--- src/rtl/multicycle_control_fsm.sv ---
// rtl/multicycle_control_fsm.sv - multi-cycle main control FSM (optional PERF_COUNTERS_EN adds InstrCount/CycleCount)
module multicycle_control_fsm #(
    parameter logic [2:0] OPCODE_HALT = 3'b111
`ifdef PERF_COUNTERS_EN
    ,
    parameter int CNT_W = 16
`endif
) (
    input  logic       Clock,
    input  logic       Reset,
    input  logic [2:0] opcode,
    input  logic       InstrReady,
    input  logic       MemReady,
    output logic       RegDst,
    output logic       Branch,
    output logic       BranchNe,
    output logic       MemRead,
    output logic       MemWrite,
    output logic       RegWrite,
    output logic       MemToReg,
    output logic       ALUSrc,
    output logic [1:0] ALUOp,
    output logic       PCWrite,
    output logic       IRWrite,
    output logic       Halted,
    output logic [2:0] State
`ifdef PERF_COUNTERS_EN
    ,
    output logic [CNT_W-1:0] InstrCount,
    output logic [CNT_W-1:0] CycleCount
`endif
);

    typedef enum logic [2:0] {
        S_FETCH  = 3'd0,
        S_DECODE = 3'd1,
        S_EXEC   = 3'd2,
        S_MEM    = 3'd3,
        S_WB     = 3'd4,
        S_HALT   = 3'd5
    } state_t;

    localparam logic [2:0] OP_R    = 3'b000;
    localparam logic [2:0] OP_ADDI = 3'b001;
    localparam logic [2:0] OP_SLTI = 3'b010;
    localparam logic [2:0] OP_LW   = 3'b011;
    localparam logic [2:0] OP_SW   = 3'b100;
    localparam logic [2:0] OP_BEQ  = 3'b101;
    localparam logic [2:0] OP_BNE  = 3'b110;

    state_t     state_q;
    state_t     state_d;
    logic [2:0] op_q;

    logic       is_r;
    logic       is_lw;
    logic       is_sw;
    logic       is_bne;
    logic       is_branch;
    logic       uses_imm;
    logic [1:0] alu_class;

    // State register; the opcode is latched only on the DECODE edge so later
    // states never depend on whatever the datapath presents afterwards.
    always_ff @(posedge Clock) begin
        if (Reset) begin
            state_q <= S_FETCH;
            op_q    <= 3'b000;
        end else begin
            state_q <= state_d;
            if (state_q == S_DECODE) begin
                op_q <= opcode;
            end
        end
    end

    // Instruction class decode from the latched opcode.
    always_comb begin
        is_r      = (op_q == OP_R);
        is_lw     = (op_q == OP_LW);
        is_sw     = (op_q == OP_SW);
        is_bne    = (op_q == OP_BNE);
        is_branch = (op_q == OP_BEQ) || (op_q == OP_BNE);
        uses_imm  = (op_q == OP_ADDI) || (op_q == OP_SLTI) || is_lw || is_sw;
        case (op_q)
            OP_R:          alu_class = 2'b10;
            OP_SLTI:       alu_class = 2'b11;
            OP_BEQ, OP_BNE: alu_class = 2'b01;
            default:       alu_class = 2'b00;
        endcase
    end

    // Next-state and control strobes; Reset forces every output low in the same cycle.
    always_comb begin
        state_d  = state_q;
        RegDst   = 1'b0;
        Branch   = 1'b0;
        BranchNe = 1'b0;
        MemRead  = 1'b0;
        MemWrite = 1'b0;
        RegWrite = 1'b0;
        MemToReg = 1'b0;
        ALUSrc   = 1'b0;
        ALUOp    = 2'b00;
        PCWrite  = 1'b0;
        IRWrite  = 1'b0;
        Halted   = 1'b0;
        case (state_q)
            S_FETCH: begin
                IRWrite = InstrReady;
                if (InstrReady) begin
                    state_d = S_DECODE;
                end
            end
            S_DECODE: begin
                state_d = (opcode == OPCODE_HALT) ? S_HALT : S_EXEC;
            end
            S_EXEC: begin
                ALUOp  = alu_class;
                ALUSrc = uses_imm;
                if (is_branch) begin
                    Branch   = 1'b1;
                    BranchNe = is_bne;
                    PCWrite  = 1'b1;
                    state_d  = S_FETCH;
                end else if (is_lw || is_sw) begin
                    state_d = S_MEM;
                end else begin
                    state_d = S_WB;
                end
            end
            S_MEM: begin
                ALUSrc   = 1'b1;
                ALUOp    = 2'b00;
                MemRead  = is_lw;
                MemWrite = is_sw;
                if (MemReady) begin
                    if (is_sw) begin
                        PCWrite = 1'b1;
                        state_d = S_FETCH;
                    end else begin
                        state_d = S_WB;
                    end
                end
            end
            S_WB: begin
                RegWrite = 1'b1;
                PCWrite  = 1'b1;
                RegDst   = is_r;
                MemToReg = is_lw;
                if (!is_lw) begin
                    ALUSrc = uses_imm;
                    ALUOp  = alu_class;
                end
                state_d = S_FETCH;
            end
            S_HALT: begin
                Halted  = 1'b1;
                state_d = S_HALT;
            end
            default: begin
                state_d = S_FETCH;
            end
        endcase
        if (Reset) begin
            RegDst   = 1'b0;
            Branch   = 1'b0;
            BranchNe = 1'b0;
            MemRead  = 1'b0;
            MemWrite = 1'b0;
            RegWrite = 1'b0;
            MemToReg = 1'b0;
            ALUSrc   = 1'b0;
            ALUOp    = 2'b00;
            PCWrite  = 1'b0;
            IRWrite  = 1'b0;
            Halted   = 1'b0;
        end
    end

    assign State = state_q;

`ifdef PERF_COUNTERS_EN
    // Retired-instruction and active-cycle counters, wrapping naturally.
    always_ff @(posedge Clock) begin
        if (Reset) begin
            InstrCount <= '0;
            CycleCount <= '0;
        end else begin
            if (PCWrite) begin
                InstrCount <= InstrCount + CNT_W'(1);
            end
            if (state_q != S_HALT) begin
                CycleCount <= CycleCount + CNT_W'(1);
            end
        end
    end
`endif

endmodule
--- config.mk ---
export PLATFORM = sky130hd
export DESIGN_NAME = multicycle_control_fsm
export DESIGN_NICKNAME = d
export VERILOG_FILES = /design/src/rtl/multicycle_control_fsm.sv
export SDC_FILE = /design/constraint.sdc
export NUM_CORES = 1
export LEC_CHECK = 0
export CAP_MARGIN = 25
export CORE_MARGIN = 2
export CORE_UTILIZATION = 41
export CTS_CLUSTER_DIAMETER = 30
export CTS_CLUSTER_SIZE = 14
export DETAILED_ROUTE_END_ITERATION = 10
export PLACE_DENSITY = 0.85
export SLEW_MARGIN = 20
export SYNTH_ARGS = -nofsm -noshare
export SYNTH_HDL_FRONTEND = slang
export SYNTH_SLANG_ARGS = --single-unit
--- constraint.sdc ---
create_clock -name Clock -period 1.6 [get_ports Clock]
set_input_delay 0.4 -clock Clock [delete_from_list [all_inputs] [get_ports Clock]]
set_output_delay 0.4 -clock Clock [all_outputs]
set_load 0.005 [all_outputs]
==> results <==
metrics by stage:
stage          hold slack, ps  instance area [sq um]  worst slack, ps
2_1_floorplan             499                    577              104
3_3_place_gp              671                    967             -655
3_5_place_dp              675                    967             -677
4_1_cts                   626                   1110             -169
5_1_grt                   531                   1150             -281
6_report                  525                   1150             -196
registers in the layout, indices dropped and copies added, names as in the netlist:
signal / flops
State: 3
op_q: 3
synthesized netlist by cell type, types with 2 or more instances:
library cell / number
nor2_1: 12
buf_2: 2
a31oi_1: 2
buf_4: 2
dfxtp_1: 6
a21oi_1: 8
nor2b_1: 3
and3_1: 2
o21ai_0: 3
nor3_1: 3
o221ai_1: 2
inv_1: 4
nand2_1: 6
buf_6: 2
nand3b_1: 2
layout make-up:
class                           count  area (sq um)
Fill cell                          69           149
Timing Repair Buffer               61           478
Tap cell                           15          18.8
Multi-Input combinational cell     64           475
Sequential cell                     6           143
Inverter                            4          15.0
Clock buffer                        3          22.5
kinds of logic after synthesis:
kind of cell,Yosys count
compound gates,22
xor+xnor,1
fa+ha+maj,1
buf+inv,11
flops,6
mux,1
simple gates,39
path summary, 6_finish.rpt:
path,cells past startpoint,end,slack [ps]
max,6,PCWrite,-200
min,3,State[1]$_SDFFE_PP0P_,520
max reg2reg,6,State[1]$_SDFFE_PP0P_,60
min reg2reg,3,State[0]$_SDFFE_PP0P_,710
what timing repair did:
| action | CTS | global route |
|---|---|---|
| pin swaps | 13 | 7 |
| gates cloned | 0 | 0 |
| resized for setup | 96 | 10 |
| endpoints found under the setup margin | 16 | 13 |
| setup buffers | 10 | 3 |
report_power, final:
part	leakage, nW	switching (mW)	total, mW	internal, mW
Sequential	0.0534	0.0488	0.227	0.178
Clock	0.0138	0.0672	0.153	0.0857
Combinational	0.473	0.221	0.482	0.261
Total	0.540	0.337	0.861	0.524
per-layer routing:
layer | wire length [um] | vias to the layer above | global-route usage
met3 | 154 | 26 | 0.0652
li1 | - | 407 | -
met2 | 1380 | 53 | 0.525
met5 | 0 | - | 0
met1 | 1100 | 432 | 0.362
met4 | 218 | 0 | 0.252
critical path, delay by kind of cell, from the launching register on:
kind                   cells  cell delay [ps]
AO/OA/AOI/OAI              2              170
flip-flops                 1              360
buffers and inverters      2              260
AND/OR/NAND/NOR            2              340
==> out/results.ini <==
[status]
status=complete, but fails checks
violations=setup timing

[power_and_ir_drop]
power_per_cell_area_nw_per_um2=747
power_leakage_nw=0.540
vdd.ir_drop.worst_mv=0.556
totalPowerFinal_mw=0.861

[cts]
cts_hold_buffers=0
clock-root-buffer=clkbuf_4
cts-root-to-sink-buffers=2
numCtsBuffers=3
clock_insertion_delay_worst_skew_ps=260
clk_transition_reported_paths_ps=50
tritoncts_clock_tree=built
cts_max_level=1
clkSinkCount=6

[synth]
synthMuxAreaShare=0.0174
synth_sequential_area_ratio=0.208
synth_seq_cells=6
synthesis.area_per_instance_sq_um=7.12
synth_top_cell_area_share=0.208
synth_adder_area_share=0.0174
post_synth_xor_area_fraction=0.0152
synth-compound-area-share=0.252
yosysTopAreaCell=dfxtp_1
number_of_enable_type_register_cells_in_the_synthesized_netlist=0
dominant_combinational_cell_family_by_area_after_synthesis=simple AND/OR/NAND/NOR gates
synth.net_count=88
yosys_warnings=0
synth_async_sr_flop_share=0
post_synth_instance_area_sq_um=577
netlist-cell-type-count=37
synthTopCellsByArea=dfxtp_1 (21%), nor2_1 (7.8%), a21oi_1 (6.9%)
synthFlopType=dfxtp_1
synth_simple_gate_area_share=0.375
post_synth_inst_count=81

[setup_path]
critPathLaunchType=flop
worstPathRequired_ps=1200
path_max_fanout=6
critical_path.slowest_cell=dfxtp_4
worstPathCellList=and3b_2, buf_4, a21oi_2, o21ai_1, nor2b_1, buf_2
timing.critical_path.slowest_cell_delay_ps=360
crit_path_category=flop to output port
worst_r2r_startpoint=op_q[0]$_SDFFE_PP0N_
crit_path_end_kind=output port
arrival_ps=1400
crit_path_start=State[1]$_SDFFE_PP0P_

[global_route]
gr-usage-all-layers=0.323
grt_first_pass_wirelength_um=4140
grt_antenna_before_repair=0
global_route.overflow_total=0
number_of_global_route_vias_before_repair=900
grt_start_max_net_pins=10

[floorplan]
effective_utilization_at_floorplan=0.443
die_w_um=41.5
num_rows=13
die_area_sq_um=1720
core_area_sq_um=1300
die_y_um=41.5
floorplan.io_pins=23

[timing]
finalWorstPathRequiredPeriod_ps=1800
setup_skew_after_layout_ps=8.80
finalWorstSetupSlack_ps=-196
final_hold_viol_count=0
timing.slew.headroom=0.737
timing.final.max_slew_violations=0
totalNegativeSetupSlack_ps=-1700
finalSetupViolations=12
unrepaired_setup_endpoints_after_global_routing=true
period_share=1.12
transition_time_at_the_pin_with_the_least_slew_margin_ps=392
max_freq_mhz=557

[placement]
finalWeightedCongestion=0.889
buffer_ports.inserted=22
post-place-cells=138
place_hpwl_um=1500

[route]
detailedRoute.firstIterationViolations=32
routed_wirelength_um=2860
route.detailed.wl_per_inst_um=18.7
via_count=918
count_of_nets_left_with_antenna_violations_after_detail_routing=0
drt_drc_violations_left=0
detail_route.first_pass.iterations=4
post_drt_via_cell_ratio=6.00

[final_layout]
final_cells=153
final_cell_mix=buf_4 (29), buf_2 (13), buf_6 (10)
post_route_cells_drive_above_1_share=0.630
finalCoreUtilization=0.886
antenna_cells_inserted=0
syn_to_final_growth_pct=99.8
net_total_in_the_final_layout=147
most_frequent_standard_cell_in_the_layout_excluding_fill_and_tap_cells=buf_4

[hold_path]
hold_path.class=input port to flop
hold_path_startpoint=Reset

[job]
maximum_capacitance_violations=0

Power figures use the tool's default switching activity.
